[config.mk]
export PLATFORM = sky130hd
export DESIGN_NAME = regfile_block_copier_flat
export DESIGN_NICKNAME = d
export VERILOG_FILES = /design/src/rtl/regfile_pkg.sv /design/src/rtl/regfile_block_copier_if.sv /design/src/rtl/copy_index_counter.sv /design/src/rtl/regfile_block_copier.sv /design/src/flat_wrapper.sv
export SDC_FILE = /design/constraint.sdc
export NUM_CORES = 1
export LEC_CHECK = 0
export BUFFER_PORTS_ARGS = -buffer_cell sky130_fd_sc_hd__buf_2
export CELL_PAD_IN_SITES_DETAIL_PLACEMENT = 1
export CELL_PAD_IN_SITES_GLOBAL_PLACEMENT = 2
export CORE_ASPECT_RATIO = 1.2
export CORE_MARGIN = 3
export CORE_UTILIZATION = 34
export CTS_BUF_LIST = sky130_fd_sc_hd__clkbuf_2
export CTS_CLUSTER_SIZE = 40
export DETAILED_ROUTE_END_ITERATION = 8
export PLACE_DENSITY = 0.93
export SLEW_MARGIN = 20
export SYNTH_ARGS = -nofsm -noshare
export SYNTH_HDL_FRONTEND = slang
export SYNTH_SLANG_ARGS = --single-unit
[constraint.sdc]
create_clock -name Clk -period 2.93 [get_ports Clk]
set_input_delay 0.7325 -clock Clk [delete_from_list [all_inputs] [get_ports Clk]]
set_output_delay 0.7325 -clock Clk [all_outputs]
set_load 0.01 [all_outputs]
[src/rtl/regfile_pkg.sv]
// Shared definitions for the register-file block copier: default geometry and the copier state enum.
// The state enum is also intended for use by bench-side monitors.
package regfile_pkg;

   localparam int REGFILE_ADDR_W = 8;
   localparam int REGFILE_DATA_W = 8;

   typedef enum logic [1:0] {
      IDLE = 2'd0,
      COPY = 2'd1,
      FIN  = 2'd2
   } copier_state_t;

endpackage

[src/rtl/regfile_block_copier_if.sv]
// Host request/status and register-file port bundle for regfile_block_copier.
// The Checksum signal exists only when COPY_CHECKSUM_EN is defined.
interface regfile_block_copier_if
   import regfile_pkg::*;
#(
   parameter int ADDR_W = REGFILE_ADDR_W,
   parameter int DATA_W = REGFILE_DATA_W
);

   logic              Start;
   logic [ADDR_W-1:0] Src_Addr;
   logic [ADDR_W-1:0] Dst_Addr;
   logic [ADDR_W-1:0] Len;
   logic              Busy;
   logic              Done;
   logic [ADDR_W-1:0] R_Addr;
   logic              R_en;
   logic [DATA_W-1:0] R_Data;
   logic [ADDR_W-1:0] W_Addr;
   logic              W_en;
   logic [DATA_W-1:0] W_Data;
`ifdef COPY_CHECKSUM_EN
   logic [DATA_W-1:0] Checksum;
`endif

   // master: host plus register file; slave: the copier itself.
`ifdef COPY_CHECKSUM_EN
   modport master (
      output Start, Src_Addr, Dst_Addr, Len, R_Data,
      input  Busy, Done, R_Addr, R_en, W_Addr, W_en, W_Data, Checksum
   );
   modport slave (
      input  Start, Src_Addr, Dst_Addr, Len, R_Data,
      output Busy, Done, R_Addr, R_en, W_Addr, W_en, W_Data, Checksum
   );
`else
   modport master (
      output Start, Src_Addr, Dst_Addr, Len, R_Data,
      input  Busy, Done, R_Addr, R_en, W_Addr, W_en, W_Data
   );
   modport slave (
      input  Start, Src_Addr, Dst_Addr, Len, R_Data,
      output Busy, Done, R_Addr, R_en, W_Addr, W_en, W_Data
   );
`endif

endinterface

[src/rtl/copy_index_counter.sv]
// Transfer index for the block copier: loads the byte count, clears the index, counts up
// and flags the final transfer (index == count-1).
module copy_index_counter #(
   parameter int W = 8
) (
   input  logic         Clk,
   input  logic         Rst,
   input  logic         load,
   input  logic         inc,
   input  logic [W-1:0] len,
   output logic [W-1:0] idx,
   output logic         last
);

   logic [W-1:0] len_q;

   // NOTE: synchronous reset -- Rst is only looked at on the rising clock edge.
   always_ff @(posedge Clk) begin
      if (Rst) begin
         idx   <= '0;
         len_q <= '0;
      end else if (load) begin
         idx   <= '0;
         len_q <= len;
      end else if (inc) begin
         idx   <= idx + W'(1);
      end
   end

   assign last = (idx == len_q - W'(1));

endmodule

[src/rtl/regfile_block_copier.sv]
// Copies Len bytes from Src_Addr.. to Dst_Addr.. of a 256x8 register file, one byte per cycle,
// in ascending order. Define COPY_CHECKSUM_EN to add a mod-2**DATA_W sum of the bytes written.
module regfile_block_copier
   import regfile_pkg::*;
#(
   parameter int ADDR_W = REGFILE_ADDR_W,
   parameter int DATA_W = REGFILE_DATA_W
) (
   input logic                   Clk,
   input logic                   Rst,
   regfile_block_copier_if.slave bus
);

   copier_state_t     state;
   logic [ADDR_W-1:0] src_q;
   logic [ADDR_W-1:0] dst_q;
   logic [ADDR_W-1:0] idx;
   logic              last;
   logic              accept;

   assign accept = (state == IDLE) && bus.Start;

   copy_index_counter #(.W(ADDR_W)) u_copy_index_counter (
      .Clk  (Clk),
      .Rst  (Rst),
      .load (accept),
      .inc  (state == COPY),
      .len  (bus.Len),
      .idx  (idx),
      .last (last)
   );

   // NOTE: the read bus floats when R_en is low; gating on W_en keeps Z off the write port.
   assign bus.W_Data = bus.W_en ? bus.R_Data : {DATA_W{1'b0}};

   // NOTE: non-blocking assignments so every register updates from its pre-edge value.
   always_ff @(posedge Clk) begin
      if (Rst) begin
         state      <= IDLE;
         src_q      <= '0;
         dst_q      <= '0;
         bus.Busy   <= 1'b0;
         bus.Done   <= 1'b0;
         bus.R_en   <= 1'b0;
         bus.W_en   <= 1'b0;
         bus.R_Addr <= '0;
         bus.W_Addr <= '0;
      end else begin
         bus.Done <= 1'b0;
         case (state)
            IDLE: begin
               if (bus.Start) begin
                  src_q    <= bus.Src_Addr;
                  dst_q    <= bus.Dst_Addr;
                  bus.Busy <= 1'b1;
                  if (bus.Len != '0) begin
                     state      <= COPY;
                     bus.R_en   <= 1'b1;
                     bus.W_en   <= 1'b1;
                     bus.R_Addr <= bus.Src_Addr;
                     bus.W_Addr <= bus.Dst_Addr;
                  end else begin
                     state    <= FIN;
                     bus.Done <= 1'b1;
                  end
               end
            end
            COPY: begin
               if (last) begin
                  state      <= FIN;
                  bus.Done   <= 1'b1;
                  bus.R_en   <= 1'b0;
                  bus.W_en   <= 1'b0;
                  bus.R_Addr <= '0;
                  bus.W_Addr <= '0;
               end else begin
                  // Address sums wrap naturally at the ADDR_W boundary.
                  bus.R_Addr <= src_q + idx + ADDR_W'(1);
                  bus.W_Addr <= dst_q + idx + ADDR_W'(1);
               end
            end
            FIN: begin
               state    <= IDLE;
               bus.Busy <= 1'b0;
            end
            default: begin
               state    <= IDLE;
               bus.Busy <= 1'b0;
            end
         endcase
      end
   end

`ifdef COPY_CHECKSUM_EN
   logic [DATA_W-1:0] sum_q;

   // Cleared on accept, accumulates each written byte, then holds until the next accept.
   always_ff @(posedge Clk) begin
      if (Rst || accept) begin
         sum_q <= '0;
      end else if (bus.W_en) begin
         sum_q <= sum_q + bus.W_Data;
      end
   end

   assign bus.Checksum = sum_q;
`endif

endmodule
[src/flat_wrapper.sv]
// flat-port wrapper written by rule: the top's interface ports become plain ports
module regfile_block_copier_flat import regfile_pkg::*;
#(
   parameter int ADDR_W = REGFILE_ADDR_W,
   parameter int DATA_W = REGFILE_DATA_W
)
  (Clk, Rst, bus_Start, bus_Src_Addr, bus_Dst_Addr, bus_Len, bus_R_Data, bus_Busy, bus_Done, bus_R_Addr, bus_R_en, bus_W_Addr, bus_W_en, bus_W_Data);
  regfile_block_copier_if #(.ADDR_W(ADDR_W), .DATA_W(DATA_W)) bus_i ();
  input logic Clk;
  input logic Rst;
  input wire logic [$bits(bus_i.Start)-1:0] bus_Start;
  input wire logic [$bits(bus_i.Src_Addr)-1:0] bus_Src_Addr;
  input wire logic [$bits(bus_i.Dst_Addr)-1:0] bus_Dst_Addr;
  input wire logic [$bits(bus_i.Len)-1:0] bus_Len;
  input wire logic [$bits(bus_i.R_Data)-1:0] bus_R_Data;
  output wire logic [$bits(bus_i.Busy)-1:0] bus_Busy;
  output wire logic [$bits(bus_i.Done)-1:0] bus_Done;
  output wire logic [$bits(bus_i.R_Addr)-1:0] bus_R_Addr;
  output wire logic [$bits(bus_i.R_en)-1:0] bus_R_en;
  output wire logic [$bits(bus_i.W_Addr)-1:0] bus_W_Addr;
  output wire logic [$bits(bus_i.W_en)-1:0] bus_W_en;
  output wire logic [$bits(bus_i.W_Data)-1:0] bus_W_Data;
  assign bus_i.Start = bus_Start;
  assign bus_i.Src_Addr = bus_Src_Addr;
  assign bus_i.Dst_Addr = bus_Dst_Addr;
  assign bus_i.Len = bus_Len;
  assign bus_i.R_Data = bus_R_Data;
  assign bus_Busy = bus_i.Busy;
  assign bus_Done = bus_i.Done;
  assign bus_R_Addr = bus_i.R_Addr;
  assign bus_R_en = bus_i.R_en;
  assign bus_W_Addr = bus_i.W_Addr;
  assign bus_W_en = bus_i.W_en;
  assign bus_W_Data = bus_i.W_Data;
  regfile_block_copier #(.ADDR_W(ADDR_W), .DATA_W(DATA_W)) u_core (.Clk(Clk), .Rst(Rst), .bus(bus_i));
endmodule
==> results.toml <==
[power_and_ir_drop]
pwr-share-clk = 0.253
vdd_ir_drop_max_v = 0.000197
p_leak_uw = 0.00147
switching_share = 0.318
p_comb_frac = 0.231
switchingPower_uw = 508
p_per_area_nw_per_um2 = 466
power_frac_seq = 0.517
intPower_uw = 1090

[sta]
clock.fmax_mhz = 387
min_period_over_period = 0.883
max_slew_margin = 0.453
fin_setup_tns_ps = 0
grt_setup_unrepaired = "false"
min_period_ps = 2590
fin_ws_ps = 343
setup_viol = 0
worst_pin_slew_ps = 819
finalHoldViolCount = 0
finClkSkew_ps = 26.8
drv_slew = 0

[global_routing]
grt_pass1_wl_um = 13900
grt_max_degree = 19
grt_pass1_vias = 2737
grt_antenna_before_repair = 0
grt_usage = 0.178
grt_overflow_total = 0

[detailed_routing]
drtPass1Iterations = 4
drt-total-wl_um = 8530
ant_nets = 0
drt-wirelength-per-cell_um = 17.1
drcViolationCount = 0
drt_iter0_drc = 102
num_vias = 2685
via_per_inst = 5.39

[layout]
drive_gt1_frac = 0.245
postLayoutCellArea_um2 = 3430
antenna-diode-count = 0
syn_to_final_growth_pct = 17.4
nets = 436
final_cells = 498

[setup_path]
endpoint_kind = "flop"
worstSetupStartpointType = "flop"
r2r_start = "u_core.u_copy_index_counter.len_q[0]"
crit_path_max_fanout = 10
worstSetupStartpoint = "u_core.u_copy_index_counter.len_q[0]"
arrival_ps = 2930
crit_type = "reg2reg"
crit_path_top_delay_cell = "a2111oi_0"
cp_cell_sequence = "inv_1, ha_1, o21ba_2, a221oi_1, a41oi_1, a211o_2, a2111oi_0"
crit_required_ps = 3270
cp_slowest_stage_delay_ps = 530

[cts]
clk_latency_ps = 480
post_cts_resized = 0
cts_max_level = 2
cts_buffers = 5
cts_max_path_buffers = 2
clk_pin_slew_ps = 290
root_buffer = "clkbuf_2"
cts_hold_buf = 0
cts_tree = "built"
clock_sinks = 53
postCtsSetupBuffers = 0

[logic_synthesis]
synth_edf_count = 0
yosys_warnings = 0
syn_area_um2 = 2920
synthesis.nets = 377
synth_cell_types = 51
ys_ff_latch = 53
ys_seq_area_frac = 0.363
synthCells = 324
ys.flop_type = "dfxtp_1"
synthArstFlopShare = 0
syn-mean-instance-area_um2 = 9.02

[worst_hold_path]
holdCritPathClass = "in2reg"
hold_start = "bus_Dst_Addr[1]"

[outcome]
outcome = "finished, final reports clean"

[floorplanning]
pin_count = 63
core_region_area_um2 = 8240
die_area_um2 = 9750
std_cell_rows = 36
dieHeight_um = 108
start_util = 0.355
die_w_um = 90.6

[placed_design]
routabilityCongestion = 0.796
dp_cells = 490
io_buffers = 62
placed_cell_area_um2 = 3360
place_ws_ps = 112
dp_hpwl_um = 6650

[job]
drv_cap = 0
## kinds of logic (layout without fill, tap and decap cells)
kind of cell,count (synthesis),in the layout,share of synthesized area
AND/OR/NAND/NOR,99,99,0.174
AO/OA/AOI/OAI,95,95,0.241
flip-flops,53,53,0.363
buffers and inverters,29,89,0.0411
XOR/XNOR,24,24,0.0766
adder cells (fa/ha/maj),18,18,0.0822
multiplexers,6,6,0.0223
## power groups by stage
stage / Sequential, uW / Clock [uW] / Combinational [uW]
floorplan: 841 / 0 / 228
global placement: 838 / 0 / 354
detailed placement: 838 / 0 / 370
CTS: 826 / 412 / 373
global route: 835 / 437 / 411
finish: 825 / 404 / 369
## layout by cell type (no fill, tap or decap), drive strengths merged, types with 2 or more instances in the layout
cell type  synthesis  layout
buf                3      69
dfxtp             53      53
nor2              27      27
o21ai             20      20
a22o              17      17
ha                16      16
nand2             14      14
xnor2             14      14
inv               12      12
a21oi             11      11
a211oi            11      11
o21a              10      10
xor2               9       9
nor3               9       9
and2               8       8
nand3              7       7
nor2b              6       6
or3                6       6
a2111oi            6       6
clkbuf            14       5
and3               4       4
or4                4       4
mux2               4       4
nand2b             3       3
or2                3       3
o2111ai            3       3
nand4              3       3
a211o              3       3
o21ba              2       2
and4               2       2
o211ai             2       2
a31oi              2       2
mux2i              2       2
o41ai              2       2
nand3b             2       2
fa                 2       2
## routing by layer
layer | up-vias | wire length (um) | global-route usage
li1 | 1309 | - | -
met3 | 9 | 415 | 0.0336
met2 | 69 | 4240 | 0.319
met5 | - | 0 | 0
met4 | 0 | 125 | 0.0536
met1 | 1298 | 3740 | 0.217
## path summary, 6_finish.rpt
check                     to  cells after the start  slack, ps
max          u_core.bus.Done                      7        340
min          u_core.dst_q[1]                      3        440
max reg2reg  u_core.bus.Done                      7        340
min reg2reg  u_core.bus.Busy                      2        480
## worst max-delay path: cells and delay by family (launching register included)
family / cells / cell delay [ps]
AO/OA/AOI/OAI: 5 / 1620
flip-flops: 1 / 470
adder cells (fa/ha/maj): 1 / 290
buffers and inverters: 1 / 80
## through the flow
step	hold WS (ps)	utilization	power, uW
detailed placement	460	0.408	1210
global placement	452	0.407	1190
CTS	418	0.416	1610
floorplan	454	-	1070
finish	442	0.416	1600
global route	412	0.416	1680
## sequential cells by signal, summed over array words and instances, names as in the netlist
| name | flops |
|---|---|
| u_core.bus.W_Addr | 8 |
| u_core.bus.R_Addr | 8 |
| u_core.bus.R_en | 1 |
| u_core.state | 2 |
| u_core.u_copy_index_counter.len_q | 8 |
| u_core.bus.Done | 1 |
| u_core.src_q | 8 |
| u_core.u_copy_index_counter.idx | 8 |
| u_core.bus.Busy | 1 |
| u_core.dst_q | 8 |
## cells in the mapped netlist, types with 6 or more instances
library cell / number / area (um2)
a211oi_1: 9 / 67.6
o21ai_0: 18 / 90.1
a21oi_1: 11 / 55.1
nor3_1: 9 / 45.0
xnor2_1: 14 / 123
a22o_1: 16 / 140
clkbuf_1: 14 / 52.6
o21a_1: 10 / 75.1
or3_1: 6 / 37.5
nand2_1: 14 / 52.6
nor2b_1: 6 / 37.5
a2111oi_0: 6 / 52.6
dfxtp_1: 53 / 1060
ha_1: 16 / 200
inv_1: 12 / 45.0
xor2_1: 9 / 78.8
nand3_1: 7 / 35.0
and2_1: 8 / 50.1
nor2_1: 27 / 101
## cell type report
class,count,area [um2]
clock inverter,3,46.3
inverter,12,45.0
fill,1002,4810
multi-input combinational,242,1750
timing repair buffer,69,363
clock buffer,5,25.0
sequential,53,1060
tap,114,143
Power figures use the tool's default switching activity.
